## config.mk

```make
export PLATFORM = sky130hd
export DESIGN_NAME = scanned_bcd_display_flat
export DESIGN_NICKNAME = d
export VERILOG_FILES = /design/src/rtl/scanned_bcd_display_pkg.sv /design/src/rtl/scanned_bcd_display_if.sv /design/src/rtl/scanned_bcd_display_bcd_seg_decoder.sv /design/src/rtl/scanned_bcd_display.sv /design/src/flat_wrapper.sv
export SDC_FILE = /design/constraint.sdc
export NUM_CORES = 1
export LEC_CHECK = 0
export CORE_ASPECT_RATIO = 1.4
export CORE_MARGIN = 5
export CORE_UTILIZATION = 40
export CTS_CLUSTER_DIAMETER = 100
export CTS_CLUSTER_SIZE = 24
export DETAILED_ROUTE_END_ITERATION = 8
export SYNTH_ARGS = -nofsm -noshare
export SYNTH_HDL_FRONTEND = slang
export SYNTH_HIERARCHICAL = 1
export SYNTH_SLANG_ARGS = --single-unit
```

## constraint.sdc

```tcl
create_clock -name CLK -period 2.8 [get_ports CLK]
set_input_delay 0.84 -clock CLK [delete_from_list [all_inputs] [get_ports CLK]]
set_output_delay 0.84 -clock CLK [all_outputs]
set_load 0.02 [all_outputs]
```

## src/rtl/scanned_bcd_display_pkg.sv

```systemverilog
// Shared constants and types for the scanned three-digit BCD display driver.
// Segment patterns are active-high with bit0 = a ... bit6 = g.
package scanned_bcd_display_pkg;

    localparam logic [6:0] SEG_0    = 7'h3F;
    localparam logic [6:0] SEG_1    = 7'h06;
    localparam logic [6:0] SEG_2    = 7'h5B;
    localparam logic [6:0] SEG_3    = 7'h4F;
    localparam logic [6:0] SEG_4    = 7'h66;
    localparam logic [6:0] SEG_5    = 7'h6D;
    localparam logic [6:0] SEG_6    = 7'h7D;
    localparam logic [6:0] SEG_7    = 7'h07;
    localparam logic [6:0] SEG_8    = 7'h7F;
    localparam logic [6:0] SEG_9    = 7'h6F;
    localparam logic [6:0] SEG_DASH = 7'h40;
    localparam logic [6:0] SEG_OFF  = 7'h00;

    localparam int PHASE_COUNT = 16;
    localparam int NUM_DIGITS  = 3;

    typedef logic [1:0] digit_idx_t;

endpackage

```

## src/rtl/scanned_bcd_display_if.sv

```systemverilog
// Digit inputs from the counting stage and the multiplexed pin outputs.
// master = upstream/board side, slave = the display driver.
interface scanned_bcd_display_if;
    logic [3:0] units;
    logic [3:0] tens;
    logic [3:0] hundreds;
    logic [2:0] DP;
    logic       BLANK_LZ;
    logic [3:0] BRIGHT;
    logic [7:0] SEG;
    logic [2:0] DIGIT;
    logic       FRAME_TICK;

    modport master (
        output units, tens, hundreds, DP, BLANK_LZ, BRIGHT,
        input  SEG, DIGIT, FRAME_TICK
    );

    modport slave (
        input  units, tens, hundreds, DP, BLANK_LZ, BRIGHT,
        output SEG, DIGIT, FRAME_TICK
    );
endinterface

```

## src/rtl/scanned_bcd_display_bcd_seg_decoder.sv

```systemverilog
// Combinational BCD to active-high a..g pattern; non-decimal codes show a dash.
module bcd_seg_decoder
    import scanned_bcd_display_pkg::*;
(
    input  logic [3:0] i_code,
    output logic [6:0] o_pattern
);
    always_comb begin
        o_pattern = SEG_DASH;
        case (i_code)
            4'd0: o_pattern = SEG_0;
            4'd1: o_pattern = SEG_1;
            4'd2: o_pattern = SEG_2;
            4'd3: o_pattern = SEG_3;
            4'd4: o_pattern = SEG_4;
            4'd5: o_pattern = SEG_5;
            4'd6: o_pattern = SEG_6;
            4'd7: o_pattern = SEG_7;
            4'd8: o_pattern = SEG_8;
            4'd9: o_pattern = SEG_9;
            default: o_pattern = SEG_DASH;
        endcase
    end
endmodule

```

## src/rtl/scanned_bcd_display.sv

```systemverilog
// Time-multiplexed three-digit common-anode driver with frame-coherent input
// snapshots, leading-zero blanking, decimal points and PWM brightness.
module scanned_bcd_display
    import scanned_bcd_display_pkg::*;
#(
    parameter int SUB_TICKS = 750
) (
    input  logic                  CLK,
    input  logic                  RST,
    scanned_bcd_display_if.slave  bus
);
    localparam int TW = (SUB_TICKS > 1) ? $clog2(SUB_TICKS) : 1;

    logic [TW-1:0] r_tick;
    logic [3:0]    r_phase;
    digit_idx_t    r_digit;

    logic [3:0]    r_units_s;
    logic [3:0]    r_tens_s;
    logic [3:0]    r_hundreds_s;
    logic [2:0]    r_dp_s;
    logic          r_blank_lz_s;
    logic [3:0]    r_bright_s;

    logic [7:0]    r_seg;
    logic [2:0]    r_digit_n;
    logic          r_frame_tick;

    logic          w_tick_wrap;
    logic          w_phase_wrap;
    logic          w_snap;
    logic          w_window;
    logic [3:0]    w_code;
    logic          w_dp;
    logic          w_blank;
    logic [6:0]    w_pattern;
    logic [NUM_DIGITS-1:0] w_digit_en;

    assign w_tick_wrap  = (r_tick == TW'(SUB_TICKS - 1));
    assign w_phase_wrap = (r_phase == 4'(PHASE_COUNT - 1));
    assign w_snap       = (r_tick == '0) && (r_phase == 4'd0) && (r_digit == 2'd0);
    // Phase 0 is never lit so consecutive digits are separated by a dead phase.
    assign w_window     = (r_phase != 4'd0) && (r_phase <= r_bright_s);

    genvar gi;
    generate
        for (gi = 0; gi < NUM_DIGITS; gi++) begin : g_digit_sel
            assign w_digit_en[gi] = (r_digit == digit_idx_t'(gi));
        end
    endgenerate

    always_comb begin
        w_code  = r_units_s;
        w_dp    = r_dp_s[0];
        w_blank = 1'b0;
        case (r_digit)
            2'd1: begin
                w_code  = r_tens_s;
                w_dp    = r_dp_s[1];
                w_blank = r_blank_lz_s && (r_hundreds_s == 4'd0) && (r_tens_s == 4'd0);
            end
            2'd2: begin
                w_code  = r_hundreds_s;
                w_dp    = r_dp_s[2];
                w_blank = r_blank_lz_s && (r_hundreds_s == 4'd0);
            end
            default: ;
        endcase
    end

    bcd_seg_decoder u_decoder (
        .i_code    (w_code),
        .o_pattern (w_pattern)
    );

    always_ff @(posedge CLK) begin
        if (RST) begin
            r_tick       <= '0;
            r_phase      <= 4'd0;
            r_digit      <= 2'd0;
            r_units_s    <= 4'd0;
            r_tens_s     <= 4'd0;
            r_hundreds_s <= 4'd0;
            r_dp_s       <= 3'd0;
            r_blank_lz_s <= 1'b0;
            r_bright_s   <= 4'd0;
            r_seg        <= 8'hFF;
            r_digit_n    <= 3'b111;
            r_frame_tick <= 1'b0;
        end else begin
            if (w_tick_wrap) begin
                r_tick <= '0;
                if (w_phase_wrap) begin
                    r_phase <= 4'd0;
                    r_digit <= (r_digit == 2'd2) ? 2'd0 : r_digit + 2'd1;
                end else begin
                    r_phase <= r_phase + 4'd1;
                end
            end else begin
                r_tick <= r_tick + 1'b1;
            end

            if (w_snap) begin
                r_units_s    <= bus.units;
                r_tens_s     <= bus.tens;
                r_hundreds_s <= bus.hundreds;
                r_dp_s       <= bus.DP;
                r_blank_lz_s <= bus.BLANK_LZ;
                r_bright_s   <= bus.BRIGHT;
            end
            r_frame_tick <= w_snap;

            if (w_window) begin
                r_digit_n <= ~w_digit_en;
                r_seg     <= {~w_dp, ~(w_blank ? SEG_OFF : w_pattern)};
            end else begin
                r_digit_n <= 3'b111;
                r_seg     <= 8'hFF;
            end
        end
    end

    assign bus.SEG        = r_seg;
    assign bus.DIGIT      = r_digit_n;
    assign bus.FRAME_TICK = r_frame_tick;
endmodule

```

## src/flat_wrapper.sv

```systemverilog
// flat-port wrapper written by rule: the top's interface ports become plain ports
module scanned_bcd_display_flat import scanned_bcd_display_pkg::*;
#(
    parameter int SUB_TICKS = 750
)
  (CLK, RST, bus_units, bus_tens, bus_hundreds, bus_DP, bus_BLANK_LZ, bus_BRIGHT, bus_SEG, bus_DIGIT, bus_FRAME_TICK);
  scanned_bcd_display_if bus_i ();
  input  logic CLK;
  input  logic RST;
  input wire logic [$bits(bus_i.units)-1:0] bus_units;
  input wire logic [$bits(bus_i.tens)-1:0] bus_tens;
  input wire logic [$bits(bus_i.hundreds)-1:0] bus_hundreds;
  input wire logic [$bits(bus_i.DP)-1:0] bus_DP;
  input wire logic [$bits(bus_i.BLANK_LZ)-1:0] bus_BLANK_LZ;
  input wire logic [$bits(bus_i.BRIGHT)-1:0] bus_BRIGHT;
  output wire logic [$bits(bus_i.SEG)-1:0] bus_SEG;
  output wire logic [$bits(bus_i.DIGIT)-1:0] bus_DIGIT;
  output wire logic [$bits(bus_i.FRAME_TICK)-1:0] bus_FRAME_TICK;
  assign bus_i.units = bus_units;
  assign bus_i.tens = bus_tens;
  assign bus_i.hundreds = bus_hundreds;
  assign bus_i.DP = bus_DP;
  assign bus_i.BLANK_LZ = bus_BLANK_LZ;
  assign bus_i.BRIGHT = bus_BRIGHT;
  assign bus_SEG = bus_i.SEG;
  assign bus_DIGIT = bus_i.DIGIT;
  assign bus_FRAME_TICK = bus_i.FRAME_TICK;
  scanned_bcd_display #(.SUB_TICKS(SUB_TICKS)) u_core (.CLK(CLK), .RST(RST), .bus(bus_i));
endmodule
```

==> results.md <==
- First-pass GRT wire length: 7640 um
- Netlist cell types: 41
- RSZ-0062 raised after global routing: false
- Post-DRT Antenna Nets: 0
- Number of synthesized flops with an enable pin: 0
- TritonCTS Sinks: 48
- Post-Synthesis Cells: 243
- CP Data Required Time: 2.97 ns
- Final Net Count: 319
- Clock-pin slew on the worst setup and hold paths: 0.09 ns
- Peak VDD IR: 324 uV
- Final hold vios: 0
- Routability cong.: 0.728
- CP Launch Type: flop
- CTS Root Cell: clkbuf_8
- Syn nets: 284
- Slowest-stage cell, CP: ha_1
- Sequential-to-total area share from yosys stat: 42.4%
- Initial cell density of the core: 41.1%
- Slew HR: 60.4%
- Top_reg_cell synth: dfxtp_1
- Critical-path cell list: inv_1, ha_1, nor2_1, a21oi_1, inv_1, ha_1, o21ai_0, nand3_1
- Antenna diodes: 0
- DRT Wirelength: 4410 um
- Clk buf depth: 2
- Post-CTS Setup Bufs: 0
- P&R area growth vs syn: 23.0%
- Post-synth ARST share: 0%
- Post-route cell area: 0.00279 mm^2
- # fillers: 557
- Initial antenna violation count: 0
- CTS tree: yes
- CP Data Arrival Time: 2.38 ns
- Commonest non-fill, non-tap cell in the layout: dfxtp_1
- Post_cts resized: 0
- 1st-iter DRT viols: 86
- Slew @ Worst Pin: 0.589 ns
- DR pass1 iterations: 4
- Clk Latency, worst-skew pair: 0.30 ns
- DP Area: 0.00268 mm^2
- Vias after detailed routing: 1,762
- H-tree Lvls: 2
- Final min period: 2.21 ns
- Setup CP Type: flop to flop
- CP endpoint kind: flop
- Num rows: 32
- Vias per inst: 5.08
- Die Ht: 99.1 um
- # DRC: 0
- Max capacitance violation total: 0
- Routed WL per cell: 12.7 um
- Final max-slew violation count: 0
- Place WS: 0.608 ns
- Outcome: complete, no violations
- Synthesis-stage register bit count: 48
- Cts hold-fix bufs: 0
- Largest net degree at the start of global routing: 22
- Post-DP HPWL: 3350 um
- Final WS setup: 0.593 ns
- Cells after DPL: 339
- Grt total ovfl: 0
- Mean Syn Cell Area: 9.34 um^2
- Die footprint: 0.00730 mm^2
- Mapped Area: 0.00227 mm^2
- Yosys Warn Count: 6
- Critical Path Max Stage Delay: 0.48 ns
- Crit Path Max Fanout: 11
- Die Width: 73.6 um
- Final Skew: 0.00884 ns
- I/O pins: 34
- Setup TNS: 0 ns
- Ratio of total power to cell area: 517 mW/mm^2
- FMAX: 453 MHz
- Non-Filler Instances: 347
- Setup Viol. Count Final: 0
- Hold Path Class: flop to flop
- IO buf count: 33
- Vias in the first global route: 1,749
- Leakage power total: 1.15 nW
- Layout cells sized above 1: 7.89%
- Period Utilization, post-route: 78.8%
- Core Box Area: 0.00553 mm^2
- Most frequent cells in the layout: dfxtp_1, nor2_1, clkdlybuf4s50_1
- TritonCTS Buffers: 5
- GRT Total Usage: 13.0%
-- per-stage QoR --
stage          util (%)  hold WS (ns)  total power, mW
6_report           50.5         0.471             1.44
4_1_cts            50.5         0.482             1.46
3_5_place_dp       48.5         0.472            0.971
2_1_floorplan         -         0.450            0.903
5_1_grt            50.5         0.503             1.52
3_3_place_gp       48.5         0.470            0.969
-- logic make-up after synthesis --
logic type	share of synthesized area, %
buffers and inverters	5.46
and+or+nand+nor	19.7
xor gates and xnor gates	3.86
DFF	42.4
AOI/OAI and AO/OA	7.45
adders and majority gates	10.5
muxes	10.6
-- path summary, 6_finish.rpt --
| check | start | endpoint | slack (ns) | depth (start not counted) |
|---|---|---|---|---|
| hold reg to reg | u_core/r_dp_s[0] | u_core/bus.SEG[7] | 0.47 | 1 |
| setup / recovery | u_core/r_digit[0] | u_core/bus.SEG[1] | 0.59 | 8 |
| setup reg to reg | u_core/r_digit[0] | u_core/bus.SEG[1] | 0.59 | 8 |
| hold / removal | u_core/r_dp_s[0] | u_core/bus.SEG[7] | 0.47 | 1 |
-- worst max-delay path, delay by kind of cell (launching register included) --
family / cells / cell delay, ns
fa+ha+maj: 2 / 0.81
flops: 1 / 0.39
compound gates: 2 / 0.48
simple gates: 2 / 0.15
buf+inv: 2 / 0.25
-- registers in the layout, summed over array words and instances (netlist names) --
name,flops
u_core/r_tens_s,4
u_core/r_blank_lz_s,1
u_core/r_hundreds_s,4
u_core/r_phase,4
u_core/r_bright_s,4
u_core/r_digit,2
u_core/bus.SEG,8
u_core/r_units_s,4
u_core/r_tick,10
u_core/bus.DIGIT,3
u_core/bus.FRAME_TICK,1
u_core/r_dp_s,3
-- cells in the mapped netlist, types with 3 or more instances --
master / number / area, um^2
nand4_1: 6 / 37.5
clkbuf_1: 6 / 22.5
xor2_1: 7 / 61.3
nor2_1: 41 / 154
xnor2_1: 3 / 26.3
a22oi_1: 5 / 37.5
o22ai_1: 3 / 18.8
buf_2: 3 / 15.0
mux2i_1: 23 / 230
nor4_1: 3 / 18.8
nand2_1: 9 / 33.8
dfxtp_1: 48 / 961
inv_1: 16 / 60.1
a21oi_1: 5 / 25.0
a21o_1: 3 / 22.5
nand3_1: 12 / 60.1
ha_1: 19 / 238
-- report_power, final --
group	switching, mW	internal [mW]	total, mW
Clock	0.224	0.264	0.489
Combinational	0.102	0.115	0.217
Sequential	0.0224	0.715	0.737
-- cell type report --
class / instances / area [um^2] / area share, %
multi-input combinational: 167 / 1190 / 42.6
sequential: 48 / 961 / 34.4
timing repair buffer: 40 / 383 / 13.7
tap: 68 / 85.1 / 3.05
clock buffer: 5 / 68.8 / 2.47
inverter: 16 / 60.1 / 2.15
clock inverter: 3 / 42.5 / 1.52
-- layer usage --
layer	part of all wire [%]	routed length [um]	GRT usage [%]
met3	4.4	192	2.83
met5	0	0	0
met1	41	1800	14.7
met4	1.4	63	4.18
met2	53	2350	23.6
Power figures use the tool's default switching activity.
